<file path="src/rtl/bsg_link_striper_pkg.sv">
// Shared types and constants for the link channel striper.
// The flit struct is a macro because its field widths come from module parameters.
`define BSG_LINK_STRIPER_FLIT_T(seq_w, pay_w) \
   struct packed { logic [(seq_w)-1:0] seq; logic [(pay_w)-1:0] payload; }

package bsg_link_striper_pkg;

   // Full credit count for a downstream FIFO of 2**lg_depth entries.
   function automatic int credits_max(input int lg_depth);
      return 1 << lg_depth;
   endfunction

endpackage

</file>
<file path="src/rtl/bsg_link_striper_channel.sv">
// One link channel: credit counter, one-entry output register and eligibility.
module bsg_link_striper_channel
   import bsg_link_striper_pkg::*;
#(
   parameter int width_p                         = 64,
   parameter int seq_width_p                     = 8,
   parameter int lg_fifo_depth_p                 = 3,
   parameter int lg_credit_to_token_decimation_p = 0
)(
   input  logic                           clk_i,
   input  logic                           reset_n_i,
   input  logic                           en_i,
   input  logic                           token_i,
   input  logic                           out_ready_and_i,
   input  logic                           load_i,
   input  logic [seq_width_p-1:0]         seq_i,
   input  logic [width_p-1:0]             data_i,
   output logic                           eligible_o,
   output logic [seq_width_p+width_p-1:0] out_data_o,
   output logic                           out_v_o,
   output logic                           idle_d_o,
   output logic                           overflow_o
);

   typedef `BSG_LINK_STRIPER_FLIT_T(seq_width_p, width_p) flit_t;

   localparam int cnt_w = lg_fifo_depth_p + 1;
   // Wide enough that credit + token increment can never wrap before the saturation test.
   localparam int sum_w = lg_fifo_depth_p + lg_credit_to_token_decimation_p + 3;
   localparam logic [cnt_w-1:0] max_cnt   = cnt_w'(credits_max(lg_fifo_depth_p));
   localparam logic [sum_w-1:0] max_sum   = sum_w'(credits_max(lg_fifo_depth_p));
   localparam logic [sum_w-1:0] token_inc = sum_w'(credits_max(lg_credit_to_token_decimation_p));

   logic [cnt_w-1:0] credit_q, credit_d;
   logic             v_q, v_d;
   flit_t            flit_q, flit_d;
   logic [sum_w-1:0] credit_sum;

   // A channel can take a flit if enabled, it has a credit, and its register is free or draining.
   assign eligible_o = en_i & (credit_q != '0) & (~v_q | out_ready_and_i);
   assign out_data_o = flit_q;
   assign out_v_o    = v_q;

   // Next-state: net credit change with saturation, register drain/reload.
   always_comb begin
      credit_sum = sum_w'(credit_q) + (token_i ? token_inc : '0) - sum_w'(load_i);
      overflow_o = (credit_sum > max_sum);
      credit_d   = overflow_o ? max_cnt : credit_sum[cnt_w-1:0];
      v_d        = v_q & ~out_ready_and_i;
      flit_d     = flit_q;
      if (load_i) begin
         v_d            = 1'b1;
         flit_d.seq     = seq_i;
         flit_d.payload = data_i;
      end
      idle_d_o = ~v_d & (credit_d == max_cnt);
   end

   // Channel state registers; reset restores full credit and drops any pending flit.
   always_ff @(posedge clk_i) begin
      if (!reset_n_i) begin
         credit_q <= max_cnt;
         v_q      <= 1'b0;
         flit_q   <= '0;
      end else begin
         credit_q <= credit_d;
         v_q      <= v_d;
         flit_q   <= flit_d;
      end
   end

endmodule

</file>
<file path="src/rtl/bsg_link_channel_striper.sv">
// Stripes a core flit stream round-robin over link channels, tagging each flit
// with a wrapping sequence number so the far side can restore order.
module bsg_link_channel_striper
   import bsg_link_striper_pkg::*;
#(
   parameter int width_p                         = 64,
   parameter int num_channels_p                  = 4,
   parameter int lg_fifo_depth_p                 = 3,
   parameter int lg_credit_to_token_decimation_p = 0,
   parameter int seq_width_p                     = 8
)(
   input  logic                                              core_clk_i,
   input  logic                                              core_reset_n_i,
   input  logic [num_channels_p-1:0]                         channel_en_i,
   input  logic [width_p-1:0]                                data_i,
   input  logic                                              v_i,
   output logic                                              ready_and_o,
   output logic [num_channels_p*(seq_width_p+width_p)-1:0]   out_data_o,
   output logic [num_channels_p-1:0]                         out_v_o,
   input  logic [num_channels_p-1:0]                         out_ready_and_i,
   input  logic [num_channels_p-1:0]                         token_i,
   output logic                                              idle_o,
   output logic                                              credit_overflow_o
);

   localparam int flit_w = seq_width_p + width_p;
   localparam int ptr_w  = (num_channels_p > 1) ? $clog2(num_channels_p) : 1;
   localparam logic [ptr_w:0] n_ch = (ptr_w+1)'(num_channels_p);

   logic [num_channels_p-1:0]   eligible, load, ch_idle_d, ch_ovf;
   logic [2*num_channels_p-1:0] elig_dbl;
   logic [num_channels_p-1:0]   elig_rot;
   logic [ptr_w-1:0]            rot_idx, sel;
   logic [ptr_w:0]              sel_sum, nxt_sum;
   logic [ptr_w-1:0]            rr_ptr_q, rr_ptr_d;
   logic [seq_width_p-1:0]      seq_q, seq_d;
   logic                        idle_q, idle_d, ovf_q, ovf_d, accept;

   assign ready_and_o       = |eligible;
   assign accept            = v_i & ready_and_o;
   assign idle_o            = idle_q;
   assign credit_overflow_o = ovf_q;

   // Round-robin pick: rotate so rr_ptr is bit 0, take the lowest set bit, rotate back.
   always_comb begin
      elig_dbl = {eligible, eligible} >> rr_ptr_q;
      elig_rot = elig_dbl[num_channels_p-1:0];
      rot_idx  = '0;
      for (int i = num_channels_p-1; i >= 0; i--) begin
         if (elig_rot[i]) rot_idx = ptr_w'(i);
      end
      sel_sum = {1'b0, rr_ptr_q} + {1'b0, rot_idx};
      if (sel_sum >= n_ch) sel_sum = sel_sum - n_ch;
      sel = sel_sum[ptr_w-1:0];
   end

   // Dispatch decode and pointer/sequence/status next-state.
   always_comb begin
      load = '0;
      if (accept) load[sel] = 1'b1;
      nxt_sum = {1'b0, sel} + 1'b1;
      if (nxt_sum >= n_ch) nxt_sum = '0;
      rr_ptr_d = accept ? nxt_sum[ptr_w-1:0] : rr_ptr_q;
      seq_d    = accept ? seq_q + 1'b1 : seq_q;
      idle_d   = &ch_idle_d;
      ovf_d    = ovf_q | (|ch_ovf);
   end

   // Top-level registers; overflow is sticky until reset.
   always_ff @(posedge core_clk_i) begin
      if (!core_reset_n_i) begin
         rr_ptr_q <= '0;
         seq_q    <= '0;
         idle_q   <= 1'b1;
         ovf_q    <= 1'b0;
      end else begin
         rr_ptr_q <= rr_ptr_d;
         seq_q    <= seq_d;
         idle_q   <= idle_d;
         ovf_q    <= ovf_d;
      end
   end

   for (genvar c = 0; c < num_channels_p; c++) begin : g_ch
      bsg_link_striper_channel #(
         .width_p                         (width_p),
         .seq_width_p                     (seq_width_p),
         .lg_fifo_depth_p                 (lg_fifo_depth_p),
         .lg_credit_to_token_decimation_p (lg_credit_to_token_decimation_p)
      ) u_ch (
         .clk_i           (core_clk_i),
         .reset_n_i       (core_reset_n_i),
         .en_i            (channel_en_i[c]),
         .token_i         (token_i[c]),
         .out_ready_and_i (out_ready_and_i[c]),
         .load_i          (load[c]),
         .seq_i           (seq_q),
         .data_i          (data_i),
         .eligible_o      (eligible[c]),
         .out_data_o      (out_data_o[c*flit_w +: flit_w]),
         .out_v_o         (out_v_o[c]),
         .idle_d_o        (ch_idle_d[c]),
         .overflow_o      (ch_ovf[c])
      );
   end

endmodule

</file>
<file path="config.mk">
export PLATFORM = sky130hd
export DESIGN_NAME = bsg_link_channel_striper
export DESIGN_NICKNAME = d
export VERILOG_FILES = /design/src/rtl/bsg_link_striper_pkg.sv /design/src/rtl/bsg_link_striper_channel.sv /design/src/rtl/bsg_link_channel_striper.sv
export SDC_FILE = /design/constraint.sdc
export NUM_CORES = 1
export LEC_CHECK = 0
export ABC_CLOCK_PERIOD_IN_PS = 6600
export BUFFER_PORTS_ARGS = -buffer_cell sky130_fd_sc_hd__buf_2
export CAP_MARGIN = 20
export CORE_ASPECT_RATIO = 0.5
export CORE_MARGIN = 2
export CORE_UTILIZATION = 35
export DETAILED_ROUTE_END_ITERATION = 10
export GPL_ROUTABILITY_DRIVEN = 0
export PLACE_DENSITY_LB_ADDON = 0.25
export SYNTH_ARGS = -nofsm -noshare
export SYNTH_HDL_FRONTEND = slang
export SYNTH_SLANG_ARGS = --single-unit
</file>
<file path="constraint.sdc">
create_clock -name core_clk_i -period 6.6 [get_ports core_clk_i]
set_input_delay 0.66 -clock core_clk_i [delete_from_list [all_inputs] [get_ports core_clk_i]]
set_output_delay 0.66 -clock core_clk_i [all_outputs]
set_load 0.02 [all_outputs]
</file>
==> impl_metrics.py, run 1 <==
metrics = {
    "worst_setup_path": {
        "criticalPathCategory": "reg2reg",
        "r2r_cells": 23,
        "crit_family": "compound AO/OA/AOI/OAI gates",
        "crit_path_end_kind": "flop",
        "crit_slowest_cell": "o311ai_1",
        "critPathArrivalTime_ns": 5.59,
        "critical-path-max-stage-delay_ns": 0.63,
        "cp_cell_sequence": "inv_1 > ha_1 > inv_1 > o311ai_1 > a2111oi_0 > nor2_1 > o21ai_0 > ha_1 > xnor2_1 > o21ai_1 > nand4_1 > inv_4 > ha_1 > inv_1 > ha_1 > fa_1 > a21oi_1 > nor2_1 > nor2_1 > xnor2_1 > and3_1 > nand4_1 > o21a_1",
        "r2r_start": "g_ch[2].u_ch.credit_q[2]",
        "start_kind": "flop",
        "rrSetupSlack_ns": 1.47,
        "crit_path_frequent_cell": "ha_1",
        "crit_fanout": 24,
        "path_buf_inv": 4,
        "r2r-end": "credit_overflow_o",
        "critPathRequiredTime_ns": 7.06,
    },
    "clocking": {
        "insertion_delay_ns": 0.57,
        "clock-sinks": 320,
        "clk_pin_slew_worst_paths_ns": 0.07,
        "cts-root-buf": "clkbuf_16",
        "postCtsSetupBuffers": 0,
        "max-clock-path-buffers": 3,
        "htreeDepth": 1,
        "cts-hold-fix-buffers": 0,
        "cts_tree": "done",
        "cts-buffers-inserted": 31,
        "cts_repair_resize_count": 0,
    },
    "synthesis": {
        "yosysSeqAreaShare_pct": 49.8,
        "yosysMostFrequentCell": "nand2_1",
        "synth_warnings": 0,
        "syn_inst": 1450,
        "synth-edff-count": 0,
        "yosys-top-cells-area": "dfxtp_1, mux2i_1, nand2_1",
        "synth_commonest_cells": "nand2_1, dfxtp_1, a21oi_1",
        "syn_area_per_cell_um2": 8.87,
        "syn_nets": 1564,
        "synth_top_area_share_pct": 49.8,
        "ys_ff_latch": 320,
        "synth_cell_type_count": 50,
        "syn_area_mm2": 0.0129,
        "synthFlopType": "dfxtp_1",
        "synth_top_area_cell": "dfxtp_1",
        "synthArstFlopShare_pct": 0,
    },
    "layout": {
        "insertedDiodeCount": 0,
        "final_nets": 1872,
        "drive_gt1_share_pct": 25.5,
        "syn2layout_area_growth_pct": 24.7,
        "nFillCells": 3629,
    },
    "sta": {
        "hold_viol_final": 0,
        "finalSetupViolCount": 0,
        "fmax_ghz": 0.195,
        "worst_slew_pin_slew_ns": 1.03,
        "final.setup_skew_ns": 0.0156,
        "fin_crit_sh_pct": 77.7,
        "fin_setup_tns_ns": 0,
        "rsz0062_at_grt": "no",
        "slew_headroom_pct": 31.2,
        "drv_slew": 0,
        "timing.final.crit_period_ns": 5.13,
    },
    "power": {
        "ir_drop_mv": 0.271,
        "pwr_density_cell_mw_per_mm2": 482,
        "p_leak_nw": 7.37,
        "p_sw_share_pct": 40.3,
        "total_power_mw": 7.72,
        "p_int_mw": 4.61,
        "p_switching_mw": 3.11,
        "p_seq_share_pct": 34.1,
        "comb_power_share_pct": 41.6,
        "power_frac_clock_pct": 24.3,
    },
    "grt": {
        "antenna_found_initial": 0,
        "grt_max_degree": 100,
        "overflow": 0,
        "gr-usage-met3_pct": 3.45,
        "grt_use_met2_pct": 34.2,
        "grtUsageMet1_pct": 26.7,
        "grt_pass1_wl_um": 62600,
        "grt_usage_pct": 20.7,
        "grt_busiest_layer": "met2",
        "first_global_vias": 10832,
    },
    "placement": {
        "hpwlAfterDp_um": 27000,
        "portBuffers": 373,
    },
    "routing": {
        "vias": 11257,
        "drtIter0Drc": 701,
        "post_drt_via_cell_ratio": 4.97,
        "drcViolationCount": 0,
        "ant_nets": 0,
        "detailedRoute.firstPassIterationCount": 5,
        "wl_um": 41000,
        "wl_per_cell_um": 18.1,
    },
    "flow_run": {
        "max-cap-violations": 0,
    },
    "floorplan": {
        "num_io_pins": 374,
        "fp.dieH_um": 140,
        "core_mm2": 0.0360,
        "die_x_um": 275,
        "rows": 49,
        "initial_utilization_pct": 35.7,
        "die_area_mm2": 0.0384,
    },
    "min_path": {
        "holdPathEnd": "g_ch[3].u_ch.out_data_o[42]",
        "worstHoldStart": "data_i[42]",
        "min_path_cells": 3,
        "hp-class": "in2reg",
    },
    "outcome": {
        "status": "finished, final reports clean",
    },
}
[flip-flops by register name, summed over array words and instances, names as in the netlist]
name	count
g_ch.u_ch.out_data_o	288
g_ch.u_ch.credit_q	16
seq_q	8
g_ch.u_ch.out_v_o	4
rr_ptr_q	2
credit_overflow_o	1
idle_o	1
[layout make-up]
| type | count | area (um2) | area share [%] |
|---|---|---|---|
| flip-flops and latches | 320 | 6410 | 39.9 |
| inverters | 34 | 135 | 0.843 |
| well taps | 484 | 606 | 3.78 |
| clock inverters | 14 | 179 | 1.12 |
| multi-input cells | 985 | 5850 | 36.5 |
| clock buffers | 42 | 887 | 5.53 |
| repair buffers | 386 | 1970 | 12.3 |
[layer usage]
layer | routed length, um | up-vias
li1 | - | 5530
met1 | 17800 | 5352
met2 | 19400 | 282
met3 | 1950 | 93
met4 | 1840 | 0
met5 | 0 | -
[cell usage in the layout (no fill, tap or decap), drive strengths merged, types with 2 or more instances in the layout]
master,synthesis,layout
xor2,15,15
o41ai,2,2
nand3b,4,4
nor2,18,18
a21o,4,4
nand2b,4,4
xnor2,6,6
buf,33,386
nor3,2,2
clkbuf,78,42
a21oi,157,157
nand3,84,84
mux2i,144,144
o21a,2,2
ha,31,31
and3,18,18
inv,33,35
o311ai,4,4
a2111oi,3,3
fa,4,4
o311a,5,5
dfxtp,320,320
clkinv,1,8
nand2,373,373
bufinv,0,4
nand4,7,7
o21ai,79,79
a211oi,5,5
o31ai,4,4
o211ai,2,2
[worst min-delay path: cells and delay by family]
| kind | cells | cell delay, ns |
|---|---|---|
| buf+inv | 1 | 0.11 |
| simple gates | 1 | 0.05 |
| compound gates | 1 | 0.05 |
[logic make-up (layout without fill, tap and decap cells)]
kind of cell             Yosys count  count (layout)  synth area share [%]
buffers and inverters            145             476                  5.14
multiplexers                     144             144                  11.2
flip-flops                       320             320                  49.8
AO/OA/AOI/OAI                    274             274                  12.3
AND/OR/NAND/NOR                  511             511                  16.5
adder cells (fa/ha/maj)           35              35                  3.64
XOR/XNOR                          21              21                  1.43
[power groups by stage]
stage | registers, mW | clock network (mW) | logic (mW)
floorplan | 3.17 | 0 | 1.75
global placement | 2.67 | 0 | 3.23
detailed placement | 2.68 | 0 | 3.23
CTS | 2.64 | 1.93 | 3.23
global route | 2.69 | 1.99 | 3.50
finish | 2.64 | 1.88 | 3.21
[how the worst max path moves through the flow]
| stage | start | to | slack, ns | cells past startpoint |
|---|---|---|---|---|
| after floorplan | out_ready_and_i[3] | idle_o | 1.71 | 24 |
| after global placement | out_ready_and_i[0] | credit_overflow_o | 1.53 | 22 |
| after detailed placement | out_ready_and_i[0] | credit_overflow_o | 1.46 | 22 |
| after CTS | g_ch[2].u_ch.credit_q[3] | credit_overflow_o | 1.51 | 23 |
| after global routing | g_ch[2].u_ch.credit_q[2] | credit_overflow_o | 1.02 | 23 |
| final | g_ch[2].u_ch.credit_q[2] | credit_overflow_o | 1.47 | 23 |
[metrics by stage]
| stage | hold slack (ns) | std cells | util, % | setup WS, ns | cell area, um2 |
|---|---|---|---|---|---|
| finish | 0.353 | 2265 | 44.5 | 1.47 | 16000 |
| global route | 0.339 | 2265 | 44.5 | 1.02 | 16000 |
| CTS | 0.317 | 2265 | 44.5 | 1.51 | 16000 |
| detailed placement | 0.443 | 2209 | 41.5 | 1.46 | 15000 |
| global placement | 0.439 | 2209 | 41.5 | 1.53 | 15000 |
| floorplan | 0.466 | 1450 | - | 1.71 | 12900 |
(Power assumes the default switching activity.)
==> run 2: changes to the inputs <==
- ABC_AREA: unset -> 1
- ABC_CLOCK_PERIOD_IN_PS: 6600 -> 4950
- clock period: 6.6 -> 4.95 ns (I/O delays scaled with it)
==> run 2 against run 1 <==
Net effect:
- clock power increased by 37%
- total power increased by 62%
- clock skew decreased by 0.0074 ns
- critical path type unchanged
- critical endpoint unchanged
- largest cell class unchanged
==> impl_metrics.py, run 2 <==
metrics = {
    "sta": {
        "fin_ws_ns": 0.640,
        "fin_crit_sh_pct": 87.1,
        "fmax_ghz": 0.232,
        "fin_setup_tns_ns": 0,
        "timing.final.crit_period_ns": 4.31,
        "slew_headroom_pct": 26.2,
        "finalSetupViolCount": 0,
        "final.setup_skew_ns": 0.00818,
        "rsz0062_at_grt": "no",
        "hold_viol_final": 0,
        "drv_slew": 0,
        "worst_slew_pin_slew_ns": 1.11,
    },
    "power": {
        "p_seq_share_pct": 30.7,
        "p_leak_nw": 6.87,
        "power_frac_clock_pct": 20.6,
        "p_int_mw": 6.76,
        "comb_power_share_pct": 48.6,
        "ir_drop_mv": 0.629,
        "p_switching_mw": 5.72,
        "pwr_density_cell_mw_per_mm2": 808,
        "p_sw_share_pct": 45.8,
    },
    "synthesis": {
        "synth-edff-count": 0,
        "yosysSeqAreaShare_pct": 51.7,
        "synthArstFlopShare_pct": 0,
        "ys_ff_latch": 320,
        "syn_area_mm2": 0.0124,
        "synthFlopType": "dfxtp_1",
        "yosysMostFrequentCell": "nand2_1",
        "synth_cell_type_count": 46,
        "yosys-top-cells-area": "dfxtp_1, nand2_1, a21oi_1",
        "synth_commonest_cells": "nand2_1, dfxtp_1, a21oi_1",
        "synth_warnings": 0,
        "synth_top_area_share_pct": 51.7,
        "syn_inst": 1563,
        "syn_area_per_cell_um2": 7.93,
        "synth_top_area_cell": "dfxtp_1",
        "syn_nets": 1677,
    },
    "worst_setup_path": {
        "rrSetupSlack_ns": 0.64,
        "r2r_start": "g_ch[1].u_ch.credit_q[3]",
        "critPathRequiredTime_ns": 5.35,
        "criticalPathCategory": "reg2reg",
        "crit_path_end_kind": "flop",
        "r2r_cells": 26,
        "critPathArrivalTime_ns": 4.71,
        "start_kind": "flop",
        "crit_slowest_cell": "fa_1",
        "crit_fanout": 4,
        "crit_path_frequent_cell": "ha_1",
        "crit_family": "adder cells",
        "critical-path-max-stage-delay_ns": 0.41,
        "cp_num_cells": 26,
        "r2r-end": "credit_overflow_o",
        "path_buf_inv": 4,
    },
    "grt": {
        "grt_max_degree": 120,
        "first_global_vias": 10364,
        "overflow": 0,
        "antenna_found_initial": 1,
        "grt_usage_pct": 20.5,
        "grt_pass1_wl_um": 60500,
    },
    "floorplan": {
        "core_mm2": 0.0347,
        "num_io_pins": 374,
        "fp.dieH_um": 137,
        "die_x_um": 270,
        "die_area_mm2": 0.0370,
        "rows": 48,
        "initial_utilization_pct": 35.7,
    },
    "clocking": {
        "postCtsSetupBuffers": 0,
        "cts-root-buf": "clkbuf_16",
        "cts-buffers-inserted": 30,
        "cts_tree": "done",
        "max-clock-path-buffers": 3,
        "htreeDepth": 1,
        "cts_repair_resize_count": 0,
        "clock-sinks": 320,
        "cts-hold-fix-buffers": 0,
        "insertion_delay_ns": 0.57,
        "clk_pin_slew_worst_paths_ns": 0.07,
    },
    "routing": {
        "detailedRoute.firstPassIterationCount": 7,
        "wl_per_cell_um": 16.9,
        "drcViolationCount": 0,
        "vias": 11307,
        "wl_um": 40300,
        "post_drt_via_cell_ratio": 4.75,
        "drtIter0Drc": 578,
        "ant_nets": 0,
    },
    "layout": {
        "syn2layout_area_growth_pct": 24.6,
        "mostFrequentLayoutCells": "nand2_1, buf_2, dfxtp_1, a21oi_1, nor2_1",
        "final_nets": 1992,
        "drive_gt1_share_pct": 25.1,
        "largest_reg_flops": 288,
        "final_common_cell": "nand2_1",
    },
    "min_path": {
        "holdPathEnd": "g_ch[1].u_ch.out_data_o[42]",
        "min_path_cells": 3,
        "hp-class": "in2reg",
        "worstHoldStart": "data_i[42]",
    },
    "placement": {
        "place_ws_ns": 0.505,
        "hpwlAfterDp_um": 24700,
        "portBuffers": 373,
    },
    "flow_run": {
        "max-cap-violations": 0,
    },
    "outcome": {
        "status": "finished, final reports clean",
    },
}
## run 2: cell types whose count changed after synthesis, sizes merged, moves of 26 or more
cell / delta
a21oi: +74
buf: +26
clkbuf: -36
mux2i: -144
nand2: +110
nand3: -45
nor2: +155
## run 2: how the worst max path moves through the flow
| stage | startpoint | to | slack [ns] |
|---|---|---|---|
| after global placement | out_ready_and_i[3] | credit_overflow_o | 0.57 |
| after CTS | g_ch[1].u_ch.credit_q[3] | credit_overflow_o | 0.63 |
| after detailed placement | out_ready_and_i[3] | credit_overflow_o | 0.51 |
| after global routing | g_ch[1].u_ch.credit_q[3] | credit_overflow_o | 0.30 |
| final | g_ch[1].u_ch.credit_q[3] | credit_overflow_o | 0.64 |
| after floorplan | g_ch[0].u_ch.credit_q[3] | idle_o | 0.77 |
## run 2: final cells by class
| type | instances | area (um2) |
|---|---|---|
| Clock buffer | 41 | 853 |
| Sequential cell | 320 | 6410 |
| Fill cell | 3564 | 19300 |
| Inverter | 58 | 228 |
| Antenna cell | 2 | 5.00 |
| Clock inverter | 14 | 230 |
| Multi-Input combinational cell | 1084 | 5170 |
| Timing Repair Buffer | 384 | 1960 |
| Tap cell | 475 | 594 |
## run 2: cells by family after synthesis
| group | share of synthesized area (%) |
|---|---|
| compound gates | 13.9 |
| xor+xnor | 0.777 |
| fa+ha+maj | 3.77 |
| buf+inv | 6.75 |
| flops | 51.7 |
| simple gates | 23.2 |
## run 2: worst register-to-register path: cells and delay by family, from the launching register on
family,cells,cell delay [ns]
AOI/OAI and AO/OA,2,0.30
and+or+nand+nor,12,1.36
DFF,1,0.31
buffers and inverters,4,0.31
adders and majority gates,6,1.43
xor gates and xnor gates,2,0.45
## run 2: power by group through the flow
stage | combinational [mW] | sequential (mW) | clock [mW]
global placement | 6.06 | 3.87 | 0
finish | 6.07 | 3.83 | 2.57
global route | 6.68 | 3.94 | 2.75
detailed placement | 6.09 | 3.89 | 0
CTS | 6.11 | 3.84 | 2.65
floorplan | 3.40 | 4.81 | 0
## run 2: stage by stage
| step | area (um2) | std cells | hold slack, ns | utilization (%) | power [mW] |
|---|---|---|---|---|---|
| floorplan | 12400 | 1563 | 0.466 | - | 8.21 |
| global placement | 14400 | 2321 | 0.449 | 41.4 | 9.93 |
| detailed placement | 14400 | 2321 | 0.452 | 41.4 | 9.97 |
| CTS | 15400 | 2376 | 0.172 | 44.5 | 12.6 |
| global route | 15400 | 2377 | 0.179 | 44.5 | 13.4 |
| finish | 15500 | 2378 | 0.203 | 44.5 | 12.5 |
## run 2: layer usage
layer,GRT usage (%),vias up,wire (um)
met2,35.7,230,19900
met3,3.86,55,1760
met5,0,-,0
li1,-,5661,-
met4,5.34,0,920
met1,26.4,5361,17700
==> run 3: changes to the inputs <==
- CELL_PAD_IN_SITES_DETAIL_PLACEMENT: unset -> 0
- CELL_PAD_IN_SITES_GLOBAL_PLACEMENT: unset -> 1
==> run 3 against run 2 <==
Net effect:
- combinational power down 0.8%
- worst setup slack worse by 0.020 ns
- critical endpoint is now idle_o
- utilization fell by 0.12 points
==> impl_metrics.py, run 3 (same netlist as run 2, synthesis figures left out) <==
metrics = {
    "outcome": {
        "status": "finished, final reports clean",
    },
    "layout": {
        "largest_reg_flops": 288,
        "insertedDiodeCount": 0,
        "final_common_cell": "nand2_1",
        "drive_gt1_share_pct": 25.4,
        "mostFrequentLayoutCells": "nand2_1, buf_2, dfxtp_1, a21oi_1, nor2_1",
        "final_core_util_pct": 44.4,
        "final_nets": 1993,
        "nFillCells": 3748,
        "syn2layout_area_growth_pct": 24.3,
    },
    "floorplan": {
        "core_mm2": 0.0347,
        "die_area_mm2": 0.0370,
        "rows": 48,
        "initial_utilization_pct": 35.7,
        "fp.dieH_um": 137,
        "num_io_pins": 374,
        "die_x_um": 270,
    },
    "worst_setup_path": {
        "crit_slowest_cell": "fa_1",
        "crit_family": "simple AND/OR/NAND/NOR gates",
        "path_buf_inv": 4,
        "crit_fanout": 4,
        "critPathRequiredTime_ns": 5.38,
        "start_kind": "flop",
        "crit_path_end_kind": "flop",
        "critical-path-max-stage-delay_ns": 0.41,
        "critPathArrivalTime_ns": 4.76,
        "criticalPathCategory": "reg2reg",
    },
    "grt": {
        "overflow": 0,
        "grt_usage_pct": 21.0,
        "antenna_found_initial": 0,
        "grt_max_degree": 111,
        "grt_use_met2_pct": 36.5,
        "grt_busiest_layer": "met2",
        "gr-usage-met3_pct": 3.39,
        "grt_pass1_wl_um": 61400,
        "grtUsageMet1_pct": 27.0,
        "first_global_vias": 10373,
    },
    "sta": {
        "hold_viol_final": 0,
        "fin_crit_sh_pct": 87.5,
        "timing.final.crit_period_ns": 4.33,
        "drv_slew": 0,
        "worst_slew_pin_slew_ns": 1.04,
        "fin_setup_tns_ns": 0,
        "fmax_ghz": 0.231,
        "slew_headroom_pct": 30.5,
        "final.setup_skew_ns": 0.0107,
        "finalSetupViolCount": 0,
        "rsz0062_at_grt": "no",
    },
    "routing": {
        "vias": 11211,
        "post_drt_via_cell_ratio": 4.72,
        "detailedRoute.firstPassIterationCount": 5,
        "wl_um": 41100,
        "wl_per_cell_um": 17.3,
        "drcViolationCount": 0,
        "drtIter0Drc": 689,
        "ant_nets": 0,
    },
    "clocking": {
        "postCtsSetupBuffers": 0,
        "cts-buffers-inserted": 30,
        "insertion_delay_ns": 0.57,
        "cts_repair_resize_count": 0,
        "cts-hold-fix-buffers": 0,
        "cts-root-buf": "clkbuf_16",
        "htreeDepth": 1,
        "clk_pin_slew_worst_paths_ns": 0.07,
        "cts_tree": "done",
        "clock-sinks": 320,
        "max-clock-path-buffers": 3,
    },
    "power": {
        "ir_drop_mv": 0.401,
        "pwr_density_cell_mw_per_mm2": 801,
        "p_leak_nw": 6.85,
    },
    "flow_run": {
        "max-cap-violations": 0,
    },
    "placement": {
        "hpwlAfterDp_um": 25900,
        "portBuffers": 373,
    },
    "min_path": {
        "hp-class": "in2reg",
    },
}
run 3: cell count changes in the layout (fill, tap and decap cells not counted), sizes merged:
cell	change
bufinv	-2
buf	+1
diode	-2
clkinvlp	+2
inv	-1
clkinv	+3
clkbuf	-2
run 3: report_power, final:
part	switching (mW)	internal (mW)	total, mW	leakage, nW
Sequential	0.415	3.42	3.84	2.60
Combinational	4.21	1.81	6.02	3.73
Clock	1.04	1.44	2.48	0.520
run 3: final timing paths:
check	start	end	slack, ns	cells past startpoint
worst max-delay path	g_ch[1].u_ch.credit_q[3]	idle_o	0.62	31
worst min-delay path	data_i[26]	g_ch[3].u_ch.out_data_o[26]	0.20	3
worst max register to register	g_ch[1].u_ch.credit_q[3]	idle_o	0.62	31
worst min register to register	g_ch[0].u_ch.out_data_o[16]	g_ch[0].u_ch.out_data_o[16]	0.46	2
run 3: cell type report:
type	instances	area [um2]	area share (%)
clock buffers	39	866	5.62
clock inverters	16	188	1.22
inverters	58	228	1.48
multi-input cells	1084	5170	33.6
flip-flops and latches	320	6410	41.6
well taps	475	594	3.86
repair buffers	385	1960	12.7
run 3: through the flow:
step	hold WS, ns	cells	power, mW	setup slack, ns	instance area (um2)
final	0.202	2377	12.3	0.620	15400
after floorplan	0.466	1563	8.21	0.771	12400
after detailed placement	0.452	2322	9.95	0.471	14400
after global placement	0.449	2322	9.94	0.559	14400
after global routing	0.179	2377	13.2	0.232	15400
after CTS	0.174	2377	12.5	0.597	15400
run 3: routing by layer:
| metal | up-vias | wire, um |
|---|---|---|
| met5 | - | 0 |
| met4 | 0 | 1320 |
| met3 | 72 | 1560 |
| met2 | 235 | 20100 |
| met1 | 5241 | 18100 |
| li1 | 5663 | - |
run 3: worst reg2reg max path, delay by kind of cell (launching register included):
kind,cells,cell delay (ns)
buf+inv,4,0.31
compound gates,1,0.14
xor+xnor,2,0.40
fa+ha+maj,6,1.42
flops,1,0.31
simple gates,18,1.63
